`src/rtl/accel_mmio_bridge.sv`:
```
// Memory-mapped slave bridging the core-local bus to one accelerator: CSR bank,
// control/status with start/done handshake, and windowed SRAM channels, 2-cycle responses.
module accel_mmio_bridge #(
  parameter int ADDR_W     = 64,
  parameter int DATA_W     = 64,
  parameter int NUM_CSR    = 4,
  parameter int NUM_SRAM   = 2,
  parameter int SRAM_IDX_W = 10,
  parameter logic [ADDR_W-1:0] BASE_ADDR = ADDR_W'(64'h6000_0000)
) (
  input  logic                           clk_i,
  input  logic                           rstn_i,
  input  logic                           mem_req_i,
  input  logic                           mem_write_en_i,
  input  logic [DATA_W/8-1:0]            mem_byte_en_i,
  input  logic [ADDR_W-1:0]              mem_addr_i,
  input  logic [DATA_W-1:0]              mem_wdata_i,
  output logic [DATA_W-1:0]              mem_rdata_o,
  output logic                           mem_rvalid_o,
  output logic                           mem_err_o,
  output logic [NUM_CSR*DATA_W-1:0]      csr_o,
  output logic                           start_o,
  input  logic                           core_busy_i,
  input  logic                           core_done_i,
  output logic                           irq_o,
  output logic [NUM_SRAM-1:0]            sram_req_o,
  output logic [NUM_SRAM-1:0]            sram_we_o,
  output logic [NUM_SRAM*DATA_W/8-1:0]   sram_be_o,
  output logic [NUM_SRAM*SRAM_IDX_W-1:0] sram_addr_o,
  output logic [NUM_SRAM*DATA_W-1:0]     sram_wdata_o,
  input  logic [NUM_SRAM*DATA_W-1:0]     sram_rdata_i
);

  localparam int BE_W = DATA_W / 8;
  localparam logic [7:0]  CTRL_REGION = 8'h0F;
  localparam logic [7:0]  LAST_SRAM   = 8'(NUM_SRAM);
  localparam logic [16:0] CSR_LIMIT   = 17'(NUM_CSR);

  function automatic logic [DATA_W-1:0] merge_bytes(input logic [DATA_W-1:0] old_v,
                                                    input logic [DATA_W-1:0] new_v,
                                                    input logic [BE_W-1:0]   be);
    logic [DATA_W-1:0] r;
    r = old_v;
    for (int b = 0; b < BE_W; b++)
      if (be[b]) r[b*8 +: 8] = new_v[b*8 +: 8];
    return r;
  endfunction

  function automatic logic [DATA_W-1:0] err_pattern();
    logic [31:0]       pat;
    logic [DATA_W-1:0] r;
    pat = 32'hDEAD_BEEF;
    r   = '0;
    for (int b = 0; b < BE_W; b++)
      r[b*8 +: 8] = pat[(b % 4)*8 +: 8];
    return r;
  endfunction

  localparam logic [DATA_W-1:0] ERR_PAT = err_pattern();

  // ---- stage 0: request decode (combinational, request cycle)
  logic        hit_base_p0, is_csr_p0, is_sram_p0, is_ctrl_p0, is_cnt_p0;
  logic        wr_p0, rd_p0, dec_err_p0;
  logic [7:0]  region_p0;
  logic [16:0] word_p0;
  logic [3:0]  chan_p0;
  logic        unused_addr_lsb;

  assign unused_addr_lsb = ^mem_addr_i[2:0];
  assign hit_base_p0 = (mem_addr_i[ADDR_W-1:28] == BASE_ADDR[ADDR_W-1:28]);
  assign region_p0   = mem_addr_i[27:20];
  assign word_p0     = mem_addr_i[19:3];
  assign chan_p0     = region_p0[3:0] - 4'd1;

  assign is_csr_p0  = hit_base_p0 && (region_p0 == 8'd0) && (word_p0 < CSR_LIMIT);
  assign is_sram_p0 = hit_base_p0 && (region_p0 != 8'd0) && (region_p0 <= LAST_SRAM)
                      && ((word_p0 >> SRAM_IDX_W) == '0);
  assign is_ctrl_p0 = hit_base_p0 && (region_p0 == CTRL_REGION) && (word_p0 == 17'd0);
  assign is_cnt_p0  = hit_base_p0 && (region_p0 == CTRL_REGION) && (word_p0 == 17'd1);

  assign wr_p0      = mem_req_i &&  mem_write_en_i;
  assign rd_p0      = mem_req_i && !mem_write_en_i;
  assign dec_err_p0 = mem_req_i && !(is_csr_p0 || is_sram_p0 || is_ctrl_p0 || is_cnt_p0);

  // SRAM channels are driven straight from the bus; only req/we are channel-qualified
  for (genvar c = 0; c < NUM_SRAM; c++) begin : g_sram
    assign sram_req_o[c] = mem_req_i && is_sram_p0 && (chan_p0 == 4'(c));
    assign sram_we_o[c]  = sram_req_o[c] && mem_write_en_i;
    assign sram_be_o[c*BE_W +: BE_W]                = mem_byte_en_i;
    assign sram_addr_o[c*SRAM_IDX_W +: SRAM_IDX_W] = mem_addr_i[SRAM_IDX_W+2:3];
    assign sram_wdata_o[c*DATA_W +: DATA_W]        = mem_wdata_i;
  end

  // ---- control/status state
  logic [DATA_W-1:0] csr_q [NUM_CSR];
  logic              done_q, irq_en_q, err_q;
  logic [31:0]       done_cnt_q;
  logic              ctrl_wr_p0, start_req_p0, start_fire_p0, start_rej_p0;

  assign ctrl_wr_p0    = wr_p0 && is_ctrl_p0 && mem_byte_en_i[0];
  assign start_req_p0  = ctrl_wr_p0 && mem_wdata_i[0];
  assign start_fire_p0 = start_req_p0 && !core_busy_i && !start_o;
  assign start_rej_p0  = start_req_p0 && !start_fire_p0;
  assign irq_o         = irq_en_q && done_q;

  for (genvar k = 0; k < NUM_CSR; k++) begin : g_csr_out
    assign csr_o[k*DATA_W +: DATA_W] = csr_q[k];
  end

  always_ff @(posedge clk_i or negedge rstn_i) begin
    if (!rstn_i) begin
      for (int k = 0; k < NUM_CSR; k++) csr_q[k] <= '0;
      start_o    <= 1'b0;
      done_q     <= 1'b0;
      irq_en_q   <= 1'b0;
      err_q      <= 1'b0;
      done_cnt_q <= '0;
    end else begin
      for (int k = 0; k < NUM_CSR; k++)
        if (wr_p0 && is_csr_p0 && (word_p0 == 17'(k)))
          csr_q[k] <= merge_bytes(csr_q[k], mem_wdata_i, mem_byte_en_i);
      start_o <= start_fire_p0;
      // sticky bits: a set event always beats a clear in the same cycle
      if (core_done_i)                                      done_q <= 1'b1;
      else if (start_fire_p0 || (ctrl_wr_p0 && mem_wdata_i[2])) done_q <= 1'b0;
      if (dec_err_p0 || start_rej_p0)          err_q <= 1'b1;
      else if (ctrl_wr_p0 && mem_wdata_i[4])   err_q <= 1'b0;
      if (ctrl_wr_p0) irq_en_q <= mem_wdata_i[3];
      if (core_done_i) done_cnt_q <= done_cnt_q + 32'd1;
    end
  end

  logic [DATA_W-1:0] csr_rd_p0, rd_val_p0;

  always_comb begin
    csr_rd_p0 = '0;
    for (int k = 0; k < NUM_CSR; k++)
      if (word_p0 == 17'(k)) csr_rd_p0 = csr_q[k];
  end

  always_comb begin
    rd_val_p0 = '0;
    if (dec_err_p0)      rd_val_p0 = ERR_PAT;
    else if (!rd_p0)     rd_val_p0 = '0;
    else if (is_csr_p0)  rd_val_p0 = csr_rd_p0;
    else if (is_ctrl_p0) rd_val_p0 = DATA_W'({err_q, irq_en_q, done_q, core_busy_i, 1'b0});
    else if (is_cnt_p0)  rd_val_p0 = DATA_W'(done_cnt_q);
  end

  // ---- stage 1: register decode result and local read value
  logic              vld_p1, err_p1, sram_rd_p1;
  logic [3:0]        chan_p1;
  logic [DATA_W-1:0] rdata_p1;

  always_ff @(posedge clk_i or negedge rstn_i) begin
    if (!rstn_i) begin
      vld_p1     <= 1'b0;
      err_p1     <= 1'b0;
      sram_rd_p1 <= 1'b0;
      chan_p1    <= '0;
    end else begin
      vld_p1     <= mem_req_i;
      err_p1     <= dec_err_p0;
      sram_rd_p1 <= rd_p0 && is_sram_p0;
      chan_p1    <= chan_p0;
    end
  end

  always_ff @(posedge clk_i) begin
    rdata_p1 <= rd_val_p0;
  end

  logic [DATA_W-1:0] sram_sel_p1;

  always_comb begin
    sram_sel_p1 = '0;
    for (int c = 0; c < NUM_SRAM; c++)
      if (chan_p1 == 4'(c)) sram_sel_p1 = sram_rdata_i[c*DATA_W +: DATA_W];
  end

  // ---- stage 2: registered response
  always_ff @(posedge clk_i or negedge rstn_i) begin
    if (!rstn_i) begin
      mem_rvalid_o <= 1'b0;
      mem_err_o    <= 1'b0;
      mem_rdata_o  <= '0;
    end else begin
      mem_rvalid_o <= vld_p1;
      mem_err_o    <= vld_p1 && err_p1;
      mem_rdata_o  <= !vld_p1 ? '0 : (sram_rd_p1 ? sram_sel_p1 : rdata_p1);
    end
  end

endmodule

```
`config.mk`:
```
export PLATFORM = sky130hd
export DESIGN_NAME = accel_mmio_bridge
export DESIGN_NICKNAME = d
export VERILOG_FILES = /design/src/rtl/accel_mmio_bridge.sv
export SDC_FILE = /design/constraint.sdc
export NUM_CORES = 1
export LEC_CHECK = 0
export BUFFER_PORTS_ARGS = -buffer_cell sky130_fd_sc_hd__buf_2
export CAP_MARGIN = 15
export CORE_AREA = 2 2 298 300
export CTS_BUF_LIST = sky130_fd_sc_hd__clkbuf_2 sky130_fd_sc_hd__clkbuf_4 sky130_fd_sc_hd__clkbuf_8
export DETAILED_ROUTE_END_ITERATION = 6
export DIE_AREA = 0 0 300 302
export PLACE_DENSITY = 0.53
export SYNTH_ARGS = -nofsm -noshare
export SYNTH_HDL_FRONTEND = slang
export SYNTH_SLANG_ARGS = --single-unit
export TNS_END_PERCENT = 20
```
`constraint.sdc`:
```
create_clock -name clk_i -period 5.1 [get_ports clk_i]
set_clock_uncertainty 0.15 [all_clocks]
set_input_delay 0.255 -clock clk_i [delete_from_list [all_inputs] [get_ports clk_i]]
set_output_delay 0.255 -clock clk_i [all_outputs]
set_load 0.01 [all_outputs]
```
==> results of run 1 <==
## cell families (layout without fill, tap and decap cells)
group | after synthesis | in the layout
other cells | 0 | 1
mux | 326 | 326
fa+ha+maj | 5 | 5
simple gates | 326 | 326
buf+inv | 274 | 1184
xor+xnor | 33 | 33
compound gates | 190 | 190
flops | 429 | 429
## final timing paths
kind / from / cells past startpoint / to
hold reg to reg: rdata_p1[44] / 1 / mem_rdata_o[44]
hold / removal: mem_byte_en_i[7] / 4 / csr_o[56]
setup reg to reg: chan_p1[3] / 6 / mem_rdata_o[58]
min in group asynchronous: rstn_i / 3 / done_cnt_q[21]
max in group asynchronous: rstn_i / 4 / csr_o[234]
setup / recovery: mem_addr_i[17] / 9 / csr_o[7]
## metal layers
layer  share of wire [%]  global-route usage [%]  vias up
li1                    -                       -     7386
met1                  45                    23.9     8576
met2                  47                    27.4      583
met3                 5.7                    3.42      114
met4                 2.2                    4.94        2
met5               0.016                       0        -
## stage by stage
stage,worst slack [ns],instance area [um^2],hold WS [ns]
final,1.05,28500,0.101
after floorplan,2.39,20400,-0.191
after global routing,0.897,28500,0.0331
after detailed placement,1.36,24300,0.130
after global placement,1.41,24300,0.125
after CTS,1.09,28500,0.00655
## cell type report
cell class,instances,area (um^2)
Multi-Input combinational cell,880,8330
Inverter,23,86.3
Tap cell,1165,1460
Fill cell,8966,59100
Antenna cell,1,2.50
Clock inverter,21,267
Timing Repair Buffer,1007,6270
Sequential cell,429,10400
Clock buffer,133,1620
## flip-flops by register name, summed over array words and instances, names as in the netlist, 4 cells and up
name         cells
csr_o          256
mem_rdata_o     64
rdata_p1        64
done_cnt_q      32
chan_p1          4
## synth_stat cells (10+ instances only)
library cell	n
nand2_1	91
nor2_1	18
nand4_1	58
inv_1	23
mux4_2	57
nand3_1	43
mux2_2	258
o211a_1	64
nor4_1	22
dfxtp_1	64
xnor2_1	18
nor3_1	10
clkbuf_1	70
and2_1	11
nor3_4	32
dfrtp_1	365
a21o_1	26
a22oi_1	64
xor2_1	15
buf_4	164
## report_power, final
| group | internal [mW] | switching (mW) |
|---|---|---|
| Combinational | 0.345 | 0.427 |
| Sequential | 3.47 | 0.0572 |
| Clock | 2.29 | 1.60 |
| Total | 6.10 | 2.08 |
## critical path: stages
cell and delay [ns]:
dlygate4sd3_1 0.53, buf_2 0.13, nor4_4 0.19, dlygate4sd3_1 0.64, nand4_1 0.19, or4_4 0.92
nor3_4 0.63, mux2_2 0.39, dlygate4sd3_1 0.55
==> results.md, run 1 <==
* Status: finished clean
* Synth unique cells at between 40 and 50
* Final Total Pwr at 8.19 mW
* VDD IR max at ~0.16 mV
* I/O pins at around 760
* Iter 0 DRT Violations at 1014
* Ys async rst share at a little under nine tenths
* Clock transition at path regs at around 0.060 ns
* Worst Path Class, Setup: input pin to flip-flop
* Leakage Power at 14.8 nW
* Post-synth design cell area at about 20000 um^2
* Most frequent cells in the layout: buf_2, dfrtp_1, mux2_2, dlygate4sd3_1, clkbuf_8
* Final hold viol count at 0
* Htree depth at 3
* Postcts setup bufs at 0
* Synth area leader: dfrtp_1
* First drt pass iteration count at 5
* HP Class: input pin to flip-flop
* Die height at a little over 300 um
* Setup violators final at 0
* Fin. max-slew vios at 0
* Root Buffer: clkbuf_8
* CTS Hold Buffers Added at ~220
* DRC violations left at 0
* Vias in the first global route at roughly 17k
* CP arrival at between 4 and 5 ns
* Mapped Cells at roughly 1.6k
* Port Buffers at 758
* Largest family of logic cells by synthesized area: multiplexers
* Post-CTS Resized at 0
* Total number of vias at approximately 17k
* Placer Congestion at 0.854
* Synthesized net count at 1858
* Final Non-Filler Cells at roughly 3.7k
* Die Width at roughly 300 um
* Synth Area per Inst at between 10 and 15 um^2
* Total track usage at between 10% and 20%
* Row cnt at between 100 and 150
* Compound-cell area share of the yosys netlist at ~7.6%
* Starting Density at 23.3%
* Prevailing post-synth register cell: dfrtp_1
* Bufs on Longest Clock Path at 3
* Post-Synth Simple-Gate Area at between 10% and 20%
* Final Util at about a third
* Share of the synthesized area in the top cell type at between 40 and 50%
* Fraction of layout cells with a size suffix above 1 at between 50% and 60%
* Total Wirelength at roughly 81000 um
* Post-route minimum period at roughly 4.0 ns
* DP HPWL at slightly below 60000 um
* F_max at between 200 and 250 MHz
* CTS tree: built
* Total negative slack at 0 ns
* Tcrit/Tclk final at 79.4%
* EDFF count, synth at 0
* Adder-cell share of the synthesized area at less than 1%
* Commonest non-fill, non-tap cell in the layout: buf_2
* Die Area at 90600 um^2
* Initial antenna violation count at 10
* Post-route ant nets at 0
* Ys Warns at 0
* Register bit total from synthesis at 429
* P&R area growth vs syn at 39.5%
* Layout Nets at between 2k and 3k
* Sink Count at around 430
* Core box area at 87600 um^2
* Worst-path fanout max at 29
* Power per cell area at around 290 nW/um^2
* Unrepaired setup endpoints after global routing: false
* Top post-synthesis cells by area: dfrtp_1, mux2_2, mux4_2
* Cts bufs inserted at 85
* Post-DR wirelength/cell at approximately 22 um
* Gr ovfl total at 0
* Worst skew pair latency at around 0.67 ns
* Largest net degree at the start of global routing at between 90 and 100
* Crit end category: flip-flop
* Worst-margin pin slew at slightly below 1 ns
* XOR/XNOR Fraction of Synth Area at under 10%
* Req. time, crit path at 5.50 ns
* Placed Cells at 3282
* Max Cap Viol at 0
* Mux cell area share after synthesis at about a fifth
* R2R Setup Slk at 2.28 ns
* Vias/cell at approximately 4.6
* Sequential element share of the synthesized area at about half
* First-pass GRT wire length at 116000 um
* Slew HR at 34.0%
* CP Launch Type: input pin
Power figures use the tool's default switching activity.
==> run 2: changes to the inputs <==
clock period = 3.99 ns   (was 5.1 ns; I/O delays follow)
==> run 2 against run 1 <==
Against the previous run:
- critical endpoint is now sram_we_o[0]
- sequential share of layout area barely moved
- global-route usage about the same
- first-iteration DRC count grew 6.7%
- total power grew 24%
- register-to-register slack got worse by 1.2 ns
- sequential power rose by 28%
- combinational power grew 28%
- wire length down 0.19%
- final area about the same
- highest routed layer is now met4
==> results.md, run 2 (same netlist as run 1, synthesis figures left out) <==
* Status: finished clean
* F_max at between 200 and 300 MHz
* I/O pins at 762 (unchanged)
* Post-route minimum period at between 3 and 4 ns
* Final hold viol count at 0 (unchanged)
* Multi-input gate area at 8340 um^2 (about the same)
* CP Launch Type: input pin
* Layout Nets at 2709 (+0.30%)
* Row cnt at 109 (unchanged)
* Clock transition at path regs at 0.06 ns (about the same)
* HP Class: input pin to asynchronous set/reset pin
* Iter 0 DRT Violations at 1082 (+6.7%)
* Total number of vias at 16.7k (+0.38%)
* Root Buffer: clkbuf_8
* Power per cell area at 357 nW/um^2 (+24%)
* Starting Density at 23.3% (unchanged)
* Slew HR at 35.0% (+1.0 points)
* Tcrit/Tclk final at 94.8%
* Cells on worst reg2reg path at 6 (unchanged)
* CP arrival at 3.43 ns (-1.02 ns)
* Clock share of power at 45.9% (-1.6 points)
* Vias in the first global route at 16.7k (+0.52%)
* Cts bufs inserted at 81 (-4.7%)
* Post-DR wirelength/cell at 22.2 um (-0.27%)
* Crit end category: output pin
* First drt pass iteration count at 5 (unchanged)
* Worst skew pair latency at 0.68 ns (about the same)
* Reg-to-reg endpoint: mem_rdata_o[58]
* First-pass GRT wire length at 116000 um (-0.21%)
* Bufs on Longest Clock Path at 3 (unchanged)
* Worst Path Class, Setup: input pin to output pin
* Die Area at 90600 um^2 (unchanged)
* Max Cap Viol at 0 (unchanged)
* CTS tree: built
* Die height at 302 um (unchanged)
* Post-DP Area at 24400 um^2 (+0.39%)
* Largest net degree at the start of global routing at 109 (+15%)
* Worst-path fanout max at 4 (-86%)
* Combinational Power Share at 9.7% (+0.3 points)
* Most frequent cells in the layout: buf_2, dfrtp_1, mux2_2, dlygate4sd3_1, clkbuf_8
* P&R area growth vs syn at 39.6% (about the same)
* Sw Share at 25.7% (+0.19 points)
* Leakage Power at 14.8 nW (+0.10%)
* Number of flip-flops in the largest register at 256 (unchanged)
* Placer Congestion at 0.868 (+1.6%)
* Req. time, crit path at 3.64 ns (-1.86 ns)
* Vias/cell at 4.57 (+0.30%)
* VDD IR max at 0.236 mV (+45%)
* NetSw at 2.61 mW (+25%)
* Seq pwr share at 44.3% (+1.2 points)
* Post-route ant nets at 0 (unchanged)
* Htree depth at 3 (unchanged)
* Fin. max-slew vios at 0 (unchanged)
* Fraction of layout cells with a size suffix above 1 at 52.2% (-0.16 points)
* R2R Setup Slk at 1.13 ns (-1.15 ns)
* Register Area at 10400 um^2 (unchanged)
* Total negative slack at 0 ns (unchanged)
* Unrepaired setup endpoints after global routing: false
* Setup violators final at 0 (unchanged)
* Total track usage at 17.3% (about the same)
* Worst-margin pin slew at 0.975 ns (-0.0149 ns)
* Fillers at 8995 (+0.32%)
* Reg2reg start: chan_p1[3]
* Gr ovfl total at 0 (unchanged)
* Cell area after layout at 28500 um^2 (about the same)
* Total Wirelength at 81300 um (-0.19%)
* DP HPWL at 57600 um (-0.42%)
* Port Buffers at 758 (unchanged)
* Core box area at 87600 um^2 (unchanged)
* Initial antenna violation count at 8 (-2)
* Int Power at 7.56 mW (+24%)
* Sink Count at 429 (unchanged)
* Commonest non-fill, non-tap cell in the layout: buf_2
* DRC violations left at 0 (unchanged)
* Die Width at 300 um (unchanged)
run 2: cell count changes in the layout (fill, tap and decap cells not counted), sizes merged:
| cell | change |
|---|---|
| buf | +6 |
| dlygate4sd3 | +6 |
| clkinv | -4 |
| bufinv | -3 |
| clkbuf | -2 |
| diode | +1 |
| inv | -1 |
run 2: power groups by stage:
stage | clock (mW) | combinational (mW) | sequential, mW
global placement | 0 | 0.834 | 4.59
global route | 5.05 | 1.07 | 4.51
detailed placement | 0 | 0.835 | 4.59
CTS | 4.84 | 0.999 | 4.51
finish | 4.67 | 0.991 | 4.51
floorplan | 0 | 0.423 | 4.57
run 2: through the flow:
stage                     std cells  power [mW]  util [%]  worst slack (ns)  hold slack (ns)
after floorplan                1583        5.00         -              1.34           -0.246
after global placement         3288        5.42      27.9             0.706            0.213
after detailed placement       3288        5.42      27.9             0.682            0.223
after CTS                      3660        10.3      32.5             0.186           0.0123
after global routing           3661        10.6      32.5            0.0653           0.0449
final                          3662        10.2      32.5             0.207           0.0463
run 2: worst max-delay path, stage by stage:
cell	delay (ns)
dlygate4sd3_1	0.53
buf_2	0.14
nor4_4	0.23
dlygate4sd3_1	0.63
nand4_1	0.08
dlygate4sd3_1	0.60
nor4_1	0.44
and4_1	0.33
and2_1	0.13
buf_2	0.12
run 2: how the worst max path moves through the flow:
stage / start / cells past startpoint / end
6_report: mem_addr_i[17] / 10 / sram_we_o[0]
5_1_grt: mem_addr_i[17] / 10 / sram_we_o[0]
4_1_cts: mem_addr_i[59] / 11 / err_q
3_5_place_dp: mem_addr_i[10] / 7 / csr_o[228]
3_3_place_gp: mem_addr_i[32] / 7 / csr_o[229]
2_1_floorplan: mem_addr_i[20] / 9 / csr_o[136]
run 2: what timing repair did:
| item | 4_1_cts | 5_1_grt |
|---|---|---|
| buffers inserted | 0 | 0 |
| hold buffers | 228 | 0 |
| setup endpoints to repair | 0 | 1 |
| resized for setup | 0 | 1 |
| endpoints found under the hold margin | 458 | 0 |
run 2: per-layer routing:
layer	track usage, %	part of all wire, %	up-vias
li1	-	-	7400
met1	23.8	45	8626
met2	27.7	48	601
met3	3.15	5.5	97
met4	5.07	1.9	0
met5	0	0	-
run 2: cell type report:
type / instances / area share [%]
Inverter: 23 / 0.303
Tap cell: 1165 / 5.12
Sequential cell: 429 / 36.6
Antenna cell: 2 / 0.0176
Multi-Input combinational cell: 880 / 29.3
Timing Repair Buffer: 1019 / 22.6
Clock inverter: 13 / 0.479
Clock buffer: 131 / 5.65
